File: config.mk
export PLATFORM = sky130hd
export DESIGN_NAME = mem_pipe_rw_flat
export DESIGN_NICKNAME = d
export VERILOG_FILES = /design/src/rtl/mem_pipe_rw_pkg.sv /design/src/rtl/mem_pipe_rw_if.sv /design/src/rtl/mem_pipe_rw_rsp_fifo.sv /design/src/rtl/mem_pipe_rw.sv /design/src/flat_wrapper.sv
export SDC_FILE = /design/constraint.sdc
export NUM_CORES = 1
export LEC_CHECK = 0
export CORE_ASPECT_RATIO = 0.9
export CORE_MARGIN = 2
export CORE_UTILIZATION = 61
export CTS_CLUSTER_DIAMETER = 100
export DETAILED_ROUTE_END_ITERATION = 16
export PLACE_DENSITY = 0.79
export SLEW_MARGIN = 20
export SYNTH_ARGS = -nofsm -noshare
export SYNTH_HDL_FRONTEND = slang
export SYNTH_SLANG_ARGS = --single-unit
export TNS_END_PERCENT = 50
File: constraint.sdc
create_clock -name clk -period 2.4 [get_ports clk]
set_input_delay 0.24 -clock clk [delete_from_list [all_inputs] [get_ports clk]]
set_output_delay 0.24 -clock clk [all_outputs]
set_load 0.005 [all_outputs]
File: src/rtl/mem_pipe_rw_pkg.sv
// Shared types and sizing helpers for the pipelined read/write memory.
package mem_pipe_pkg;

    // Encoding matches the {read, write} pair so it can be decoded by a cast.
    typedef enum logic [1:0] {
        CMD_IDLE = 2'b00,
        CMD_RD   = 2'b10,
        CMD_WR   = 2'b01,
        CMD_ILL  = 2'b11
    } cmd_e;

    function automatic int unsigned depth_f(input int unsigned rd_lat);
        return rd_lat + 1;
    endfunction

    function automatic int unsigned cnt_w_f(input int unsigned depth);
        return $clog2(depth + 1);
    endfunction

endpackage

File: src/rtl/mem_pipe_rw_if.sv
// Request/response bus between the test side (master) and the memory (slave).
interface mem_pipe_rw_if #(
    parameter int unsigned ADDR_W = 5,
    parameter int unsigned DATA_W = 8
);
    logic              req_valid;
    logic              req_ready;
    logic              read;
    logic              write;
    logic [ADDR_W-1:0] addr;
    logic [DATA_W-1:0] data_in;
    logic              rsp_valid;
    logic              rsp_ready;
    logic [DATA_W-1:0] data_out;
    logic [ADDR_W-1:0] rsp_addr;
    logic              err;

    modport master (
        output req_valid, read, write, addr, data_in, rsp_ready,
        input  req_ready, rsp_valid, data_out, rsp_addr, err
    );

    modport slave (
        input  req_valid, read, write, addr, data_in, rsp_ready,
        output req_ready, rsp_valid, data_out, rsp_addr, err
    );
endinterface

File: src/rtl/mem_pipe_rw_rsp_fifo.sv
// Circular-buffer FIFO holding read responses until the consumer takes them.
module mem_rsp_fifo
    import mem_pipe_pkg::*;
#(
    parameter int unsigned DEPTH = 2,
    parameter type         T     = logic [7:0]
) (
    input  logic                         clk,
    input  logic                         rst_n,
    input  logic                         push,
    input  T                             push_data,
    input  logic                         pop,
    output T                             head,
    output logic [cnt_w_f(DEPTH)-1:0]    count
);
    localparam int unsigned PTR_W = $clog2(DEPTH);
    localparam int unsigned CNT_W = cnt_w_f(DEPTH);

    T                 store [DEPTH];
    logic [PTR_W-1:0] wr_ptr;
    logic [PTR_W-1:0] rd_ptr;

    // DEPTH need not be a power of two, so pointers wrap explicitly.
    function automatic logic [PTR_W-1:0] bump(input logic [PTR_W-1:0] p);
        return (p == PTR_W'(DEPTH - 1)) ? '0 : p + 1'b1;
    endfunction

    always_ff @(posedge clk or negedge rst_n) begin
        if (!rst_n) begin
            wr_ptr <= '0;
            rd_ptr <= '0;
            count  <= '0;
        end else begin
            if (push) wr_ptr <= bump(wr_ptr);
            if (pop)  rd_ptr <= bump(rd_ptr);
            count <= count + CNT_W'(push) - CNT_W'(pop);
        end
    end

    always_ff @(posedge clk) begin
        if (push) store[wr_ptr] <= push_data;
    end

    assign head = store[rd_ptr];
endmodule

File: src/rtl/mem_pipe_rw.sv
// Single-port memory with configurable read latency, credit-based request
// flow control and an ordered, back-pressurable response FIFO.
module mem_pipe_rw
    import mem_pipe_pkg::*;
#(
    parameter int unsigned ADDR_W = 5,
    parameter int unsigned DATA_W = 8,
    parameter int unsigned RD_LAT = 1
) (
    input  logic          clk,
    input  logic          rst_n,
    mem_pipe_rw_if.slave  bus
);
    localparam int unsigned DEPTH = depth_f(RD_LAT);
    localparam int unsigned CNT_W = cnt_w_f(DEPTH);

    typedef struct packed {
        logic [ADDR_W-1:0] addr;
        logic [DATA_W-1:0] data;
    } rsp_t;

    if (RD_LAT < 1 || RD_LAT > 4) begin : g_lat_check
        $error("mem_pipe_rw: RD_LAT=%0d outside legal range 1..4", RD_LAT);
    end

    logic [DATA_W-1:0] mem [2**ADDR_W];
    logic [CNT_W-1:0]  inflight;
    logic [CNT_W-1:0]  fifo_count;
    cmd_e              cmd;
    logic              req_ready;
    logic              rsp_valid;
    logic              accept;
    logic              rd_acc;
    logic              pop;
    logic              push;
    logic              err_q;
    rsp_t              rd_word;
    rsp_t              push_word;
    rsp_t              head;

    assign cmd       = cmd_e'({bus.read, bus.write});
    assign req_ready = inflight < CNT_W'(DEPTH);
    assign accept    = bus.req_valid && req_ready;
    assign rd_acc    = accept && (cmd == CMD_RD);
    assign rd_word   = '{addr: bus.addr, data: mem[bus.addr]};
    assign rsp_valid = fifo_count != '0;
    assign pop       = rsp_valid && bus.rsp_ready;

    always_ff @(posedge clk) begin
        if (accept && cmd == CMD_WR) mem[bus.addr] <= bus.data_in;
    end

    // Credits cover both pipeline stages and FIFO slots, so the FIFO never overflows.
    always_ff @(posedge clk or negedge rst_n) begin
        if (!rst_n) begin
            inflight <= '0;
            err_q    <= 1'b0;
        end else begin
            inflight <= inflight + CNT_W'(rd_acc) - CNT_W'(pop);
            err_q    <= accept && (cmd == CMD_ILL);
        end
    end

    // Array read is captured at the accept edge; RD_LAT-1 further stages
    // precede the FIFO, which itself provides the final registered stage.
    if (RD_LAT == 1) begin : g_direct
        assign push      = rd_acc;
        assign push_word = rd_word;
    end else begin : g_pipe
        logic [RD_LAT-2:0] stage_v;
        rsp_t              stage_q [RD_LAT-1];

        always_ff @(posedge clk or negedge rst_n) begin
            if (!rst_n) begin
                stage_v <= '0;
            end else begin
                stage_v[0] <= rd_acc;
                for (int unsigned i = 1; i < RD_LAT - 1; i++) stage_v[i] <= stage_v[i-1];
            end
        end

        always_ff @(posedge clk) begin
            stage_q[0] <= rd_word;
            for (int unsigned i = 1; i < RD_LAT - 1; i++) stage_q[i] <= stage_q[i-1];
        end

        assign push      = stage_v[RD_LAT-2];
        assign push_word = stage_q[RD_LAT-2];
    end

    mem_rsp_fifo #(
        .DEPTH (DEPTH),
        .T     (rsp_t)
    ) u_rsp_fifo (
        .clk       (clk),
        .rst_n     (rst_n),
        .push      (push),
        .push_data (push_word),
        .pop       (pop),
        .head      (head),
        .count     (fifo_count)
    );

    assign bus.req_ready = req_ready;
    assign bus.rsp_valid = rsp_valid;
    assign bus.data_out  = rsp_valid ? head.data : '0;
    assign bus.rsp_addr  = rsp_valid ? head.addr : '0;
    assign bus.err       = err_q;
endmodule

File: src/flat_wrapper.sv
// flat-port wrapper written by rule: the top's interface ports become plain ports
module mem_pipe_rw_flat import mem_pipe_pkg::*;
#(
    parameter int unsigned ADDR_W = 5,
    parameter int unsigned DATA_W = 8,
    parameter int unsigned RD_LAT = 1
)
  (clk, rst_n, bus_req_valid, bus_read, bus_write, bus_addr, bus_data_in, bus_rsp_ready, bus_req_ready, bus_rsp_valid, bus_data_out, bus_rsp_addr, bus_err);
  mem_pipe_rw_if #(.ADDR_W(ADDR_W), .DATA_W(DATA_W)) bus_i ();
  input  logic clk;
  input  logic rst_n;
  input wire logic [$bits(bus_i.req_valid)-1:0] bus_req_valid;
  input wire logic [$bits(bus_i.read)-1:0] bus_read;
  input wire logic [$bits(bus_i.write)-1:0] bus_write;
  input wire logic [$bits(bus_i.addr)-1:0] bus_addr;
  input wire logic [$bits(bus_i.data_in)-1:0] bus_data_in;
  input wire logic [$bits(bus_i.rsp_ready)-1:0] bus_rsp_ready;
  output wire logic [$bits(bus_i.req_ready)-1:0] bus_req_ready;
  output wire logic [$bits(bus_i.rsp_valid)-1:0] bus_rsp_valid;
  output wire logic [$bits(bus_i.data_out)-1:0] bus_data_out;
  output wire logic [$bits(bus_i.rsp_addr)-1:0] bus_rsp_addr;
  output wire logic [$bits(bus_i.err)-1:0] bus_err;
  assign bus_i.req_valid = bus_req_valid;
  assign bus_i.read = bus_read;
  assign bus_i.write = bus_write;
  assign bus_i.addr = bus_addr;
  assign bus_i.data_in = bus_data_in;
  assign bus_i.rsp_ready = bus_rsp_ready;
  assign bus_req_ready = bus_i.req_ready;
  assign bus_rsp_valid = bus_i.rsp_valid;
  assign bus_data_out = bus_i.data_out;
  assign bus_rsp_addr = bus_i.rsp_addr;
  assign bus_err = bus_i.err;
  mem_pipe_rw #(.ADDR_W(ADDR_W), .DATA_W(DATA_W), .RD_LAT(RD_LAT)) u_core (.clk(clk), .rst_n(rst_n), .bus(bus_i));
endmodule
==> flow_summary_export.csv <==
group,metric,value,unit
outcome,status,"complete, no violations",
timing,min_period,2.18,ns
floorplan,num_io_pins,35,
clock_tree,ctsHoldBuffers,1,
clock_tree,ctsHtreeMaxLevel,1,
hold_path,whs_path_depth,2,
synthesis,syn_area,11400,um2
place,hpwlAfterDp,15.5,mm
hold_path,hold_class,"in -> reg",
hold_path,hp-start,"bus_addr[1]",
place,placed_area,12400,um2
route,dr.pass1.iters,5,
layout,utilization,72.6,%
timing,hold_ws,0.350,ns
layout,area_growth,16.9,%
synthesis,synth-main-ff-cell,"edfxtp_1",
grt,grt_pass1_vias,6121,
timing,skew,0.00967,ns
synthesis,synth_edf_count,282,
synthesis,ys_seq_elements,289,
floorplan,die_y,134,um
setup_path,critPathCaptureType,"output port",
timing,fmax,458,MHz
clock_tree,cts_buffers,28,
timing,tightest_slew,0.496,ns
route,drt-initial-drc-count,776,
route,vias_per_cell,6.13,
clock_tree,worst_skew_pair.late_latency,0.53,ns
place,gp_congestion,0.945,
synthesis,synth.area.mux_share,12.4,%
hold_path,holdPathEnd,"u_core.u_rsp_fifo.store[0][9]$_DFFE_PP_",
route,postRouteAntennaNets,0,
flow_run,drv_cap,0,
layout,fin_area,13300,um2
floorplan,die_w,148,um
route,drt-total-wl,24.1,mm
timing,hold_viol,0,
setup_path,r2r-start,"u_core.inflight[1]$_DFF_PN0_",
timing,relSlewSlack,66.6,%
synthesis,synth.avg_cell_area,17.5,um2
synthesis,syn_nets,674,
clock_tree,cts_tree,"yes",
grt,grt.total_usage,24.7,%
clock_tree,cts-root-buf,"clkbuf_16",
power,irDropWorstVdd,622,uV
clock_tree,clk_pin_slew_worst_paths,0.06,ns
floorplan,placementRows,47,
setup_path,critPathRequiredTime,2.16,ns
layout,drive_gt1_share,16.3,%
layout,layout_common_cells,"edfxtp_1 (282), mux2i_1 (141), buf_4 (71)",
clock_tree,ctsResizeCount,0,
grt,grt_pass1_wl,36.4,mm
floorplan,core-area,18300,um2
synthesis,synth-adder-area-share,0.220,%
setup_path,r2r_setup_slack,0.29,ns
floorplan,start_util,62.1,%
timing,timing.final.ws_setup,0.216,ns
power,leakage,4.74,nW
floorplan,die_area,19800,um2
synthesis,ys_warn_count,0,
setup_path,crit_fanout,14,
synthesis,syn_inst,653,
setup_path,cp-start-kind,"flop",
place,pre_cts_slack,-0.0263,ns
setup_path,crit_arrival,1.94,ns
synthesis,async_reset_ff_share,2.42,%
synthesis,synth-xor-area-share,0.615,%
setup_path,cpMaxStageDelayCell,"clkdlybuf4s50_1",
setup_path,reg2reg_to,"u_core.mem[26][2]$_DFFE_PP_",
place,io_buffers,34,
setup_path,critPathTopFamily,"buffers and inverters",
clock_tree,clock-sinks,289,
clock_tree,cts_setup_buffers,0,
timing,setup_viol,0,
setup_path,crit_buf_inv,2,
setup_path,cp-startpoint,"u_core.u_rsp_fifo.rd_ptr$_DFFE_PN0P_",
layout,final_common_cell,"edfxtp_1",
setup_path,reg2regPathDepth,5,
route,num_vias,6253,
setup_path,crit_type,"reg -> out",
layout,nNetsFinal,774,
layout,n_fill_cell,1126,
timing,rsz0062_at_grt,"false",
setup_path,cp_cell_sequence,"buf_4, mux2i_1, nor2_1, clkdlybuf4s50_1",
timing,fin_crit_sh,91.0,%
synthesis,yosysSeqAreaShare,75.8,%
synthesis,synth_top_family_by_area,"multiplexers",
grt,grt_overflow,0,
route,wl_per_cell,23.6,um
power,power_per_cell_area,829,nW/um2
synthesis,ys_types,37,
synthesis,yosys.area_share.simple,5.29,%
layout,diodes,0,
synthesis,synth_compound_area_share,3.67,%
power,totalPowerFinal,11.0,mW
route,drc_errors,0,
grt,antenna_found_initial,0,
grt,grt_max_degree,61,
timing,report.final.slew_viol_count,0,
setup_path,cpPeakStageDelay,0.44,ns
clock_tree,clockBufferDepth,3,
## per-layer routing
layer  share of wire, %  global-route usage (%)  vias to the layer above
met4                2.1                    5.66                        0
met2                 47                    38.7                      325
met1                 41                    36.5                     3088
met5                  0                       0                        -
met3                9.6                    5.31                       39
li1                   -                       -                     2801
## synth_stat cells, drive strengths merged (2+ instances only)
cell type | instances | area (um2)
or3b | 2 | 17.5
inv | 2 | 7.51
or4b | 4 | 43.8
xnor2 | 7 | 61.3
nor3 | 4 | 20.0
nor2 | 45 | 169
nor4 | 16 | 100
nand2 | 11 | 41.3
mux2i | 141 | 1410
ha | 2 | 25.0
o22ai | 64 | 413
nand3b | 3 | 22.5
dfrtp | 7 | 175
edfxtp | 282 | 8470
clkbuf | 8 | 32.5
nand4bb | 5 | 56.3
nand4b | 4 | 35.0
nand3 | 2 | 10.0
buf | 31 | 185
nor2b | 2 | 12.5
## metrics by stage
step / instances / setup TNS (ns)
6_report: 1020 / 0
5_1_grt: 1020 / 0
4_1_cts: 1020 / 0
3_5_place_dp: 967 / -0.0526
3_3_place_gp: 967 / 0
2_1_floorplan: 653 / 0
## power breakdown
part           internal [mW]  leakage, nW  total, mW  switching, mW
clock network           2.42        0.439       4.21           1.79
registers               5.64         2.62       5.69         0.0514
logic                  0.571         1.68       1.15          0.577
## state kept, by name, summed over array words and instances, names as in the netlist
| register | count |
|---|---|
| u_core.u_rsp_fifo.count | 2 |
| u_core.u_rsp_fifo.store | 26 |
| u_core.u_rsp_fifo.wr_ptr | 1 |
| u_core.mem | 256 |
| u_core.u_rsp_fifo.rd_ptr | 1 |
| u_core.inflight | 2 |
| u_core.bus.err | 1 |
## how the worst max path moves through the flow
stage / slack [ns] / end / cells after the start
floorplan: 0.33 / u_core.mem[24][0]$_DFFE_PP_ / 5
global placement: 0.07 / u_core.u_rsp_fifo.store[1][5]$_DFFE_PP_ / 6
detailed placement: -0.03 / u_core.u_rsp_fifo.store[0][5]$_DFFE_PP_ / 6
CTS: 0.21 / bus_data_out[5] / 4
global route: 0.13 / bus_data_out[2] / 4
finish: 0.22 / bus_data_out[3] / 4
## cell type report
class | instances | area [um2] | share of cell area (%)
flip-flops and latches | 289 | 8640 | 64.9
multi-input cells | 323 | 2530 | 19.0
repair buffers | 109 | 945 | 7.09
clock buffers | 32 | 737 | 5.53
well taps | 245 | 307 | 2.30
clock inverters | 20 | 160 | 1.20
inverters | 2 | 7.51 | 0.0563
## cell families after synthesis
family	after synthesis
buf+inv	41
flops	289
compound gates	65
xor+xnor	8
fa+ha+maj	2
simple gates	107
mux	141
(Power assumes the default switching activity.)
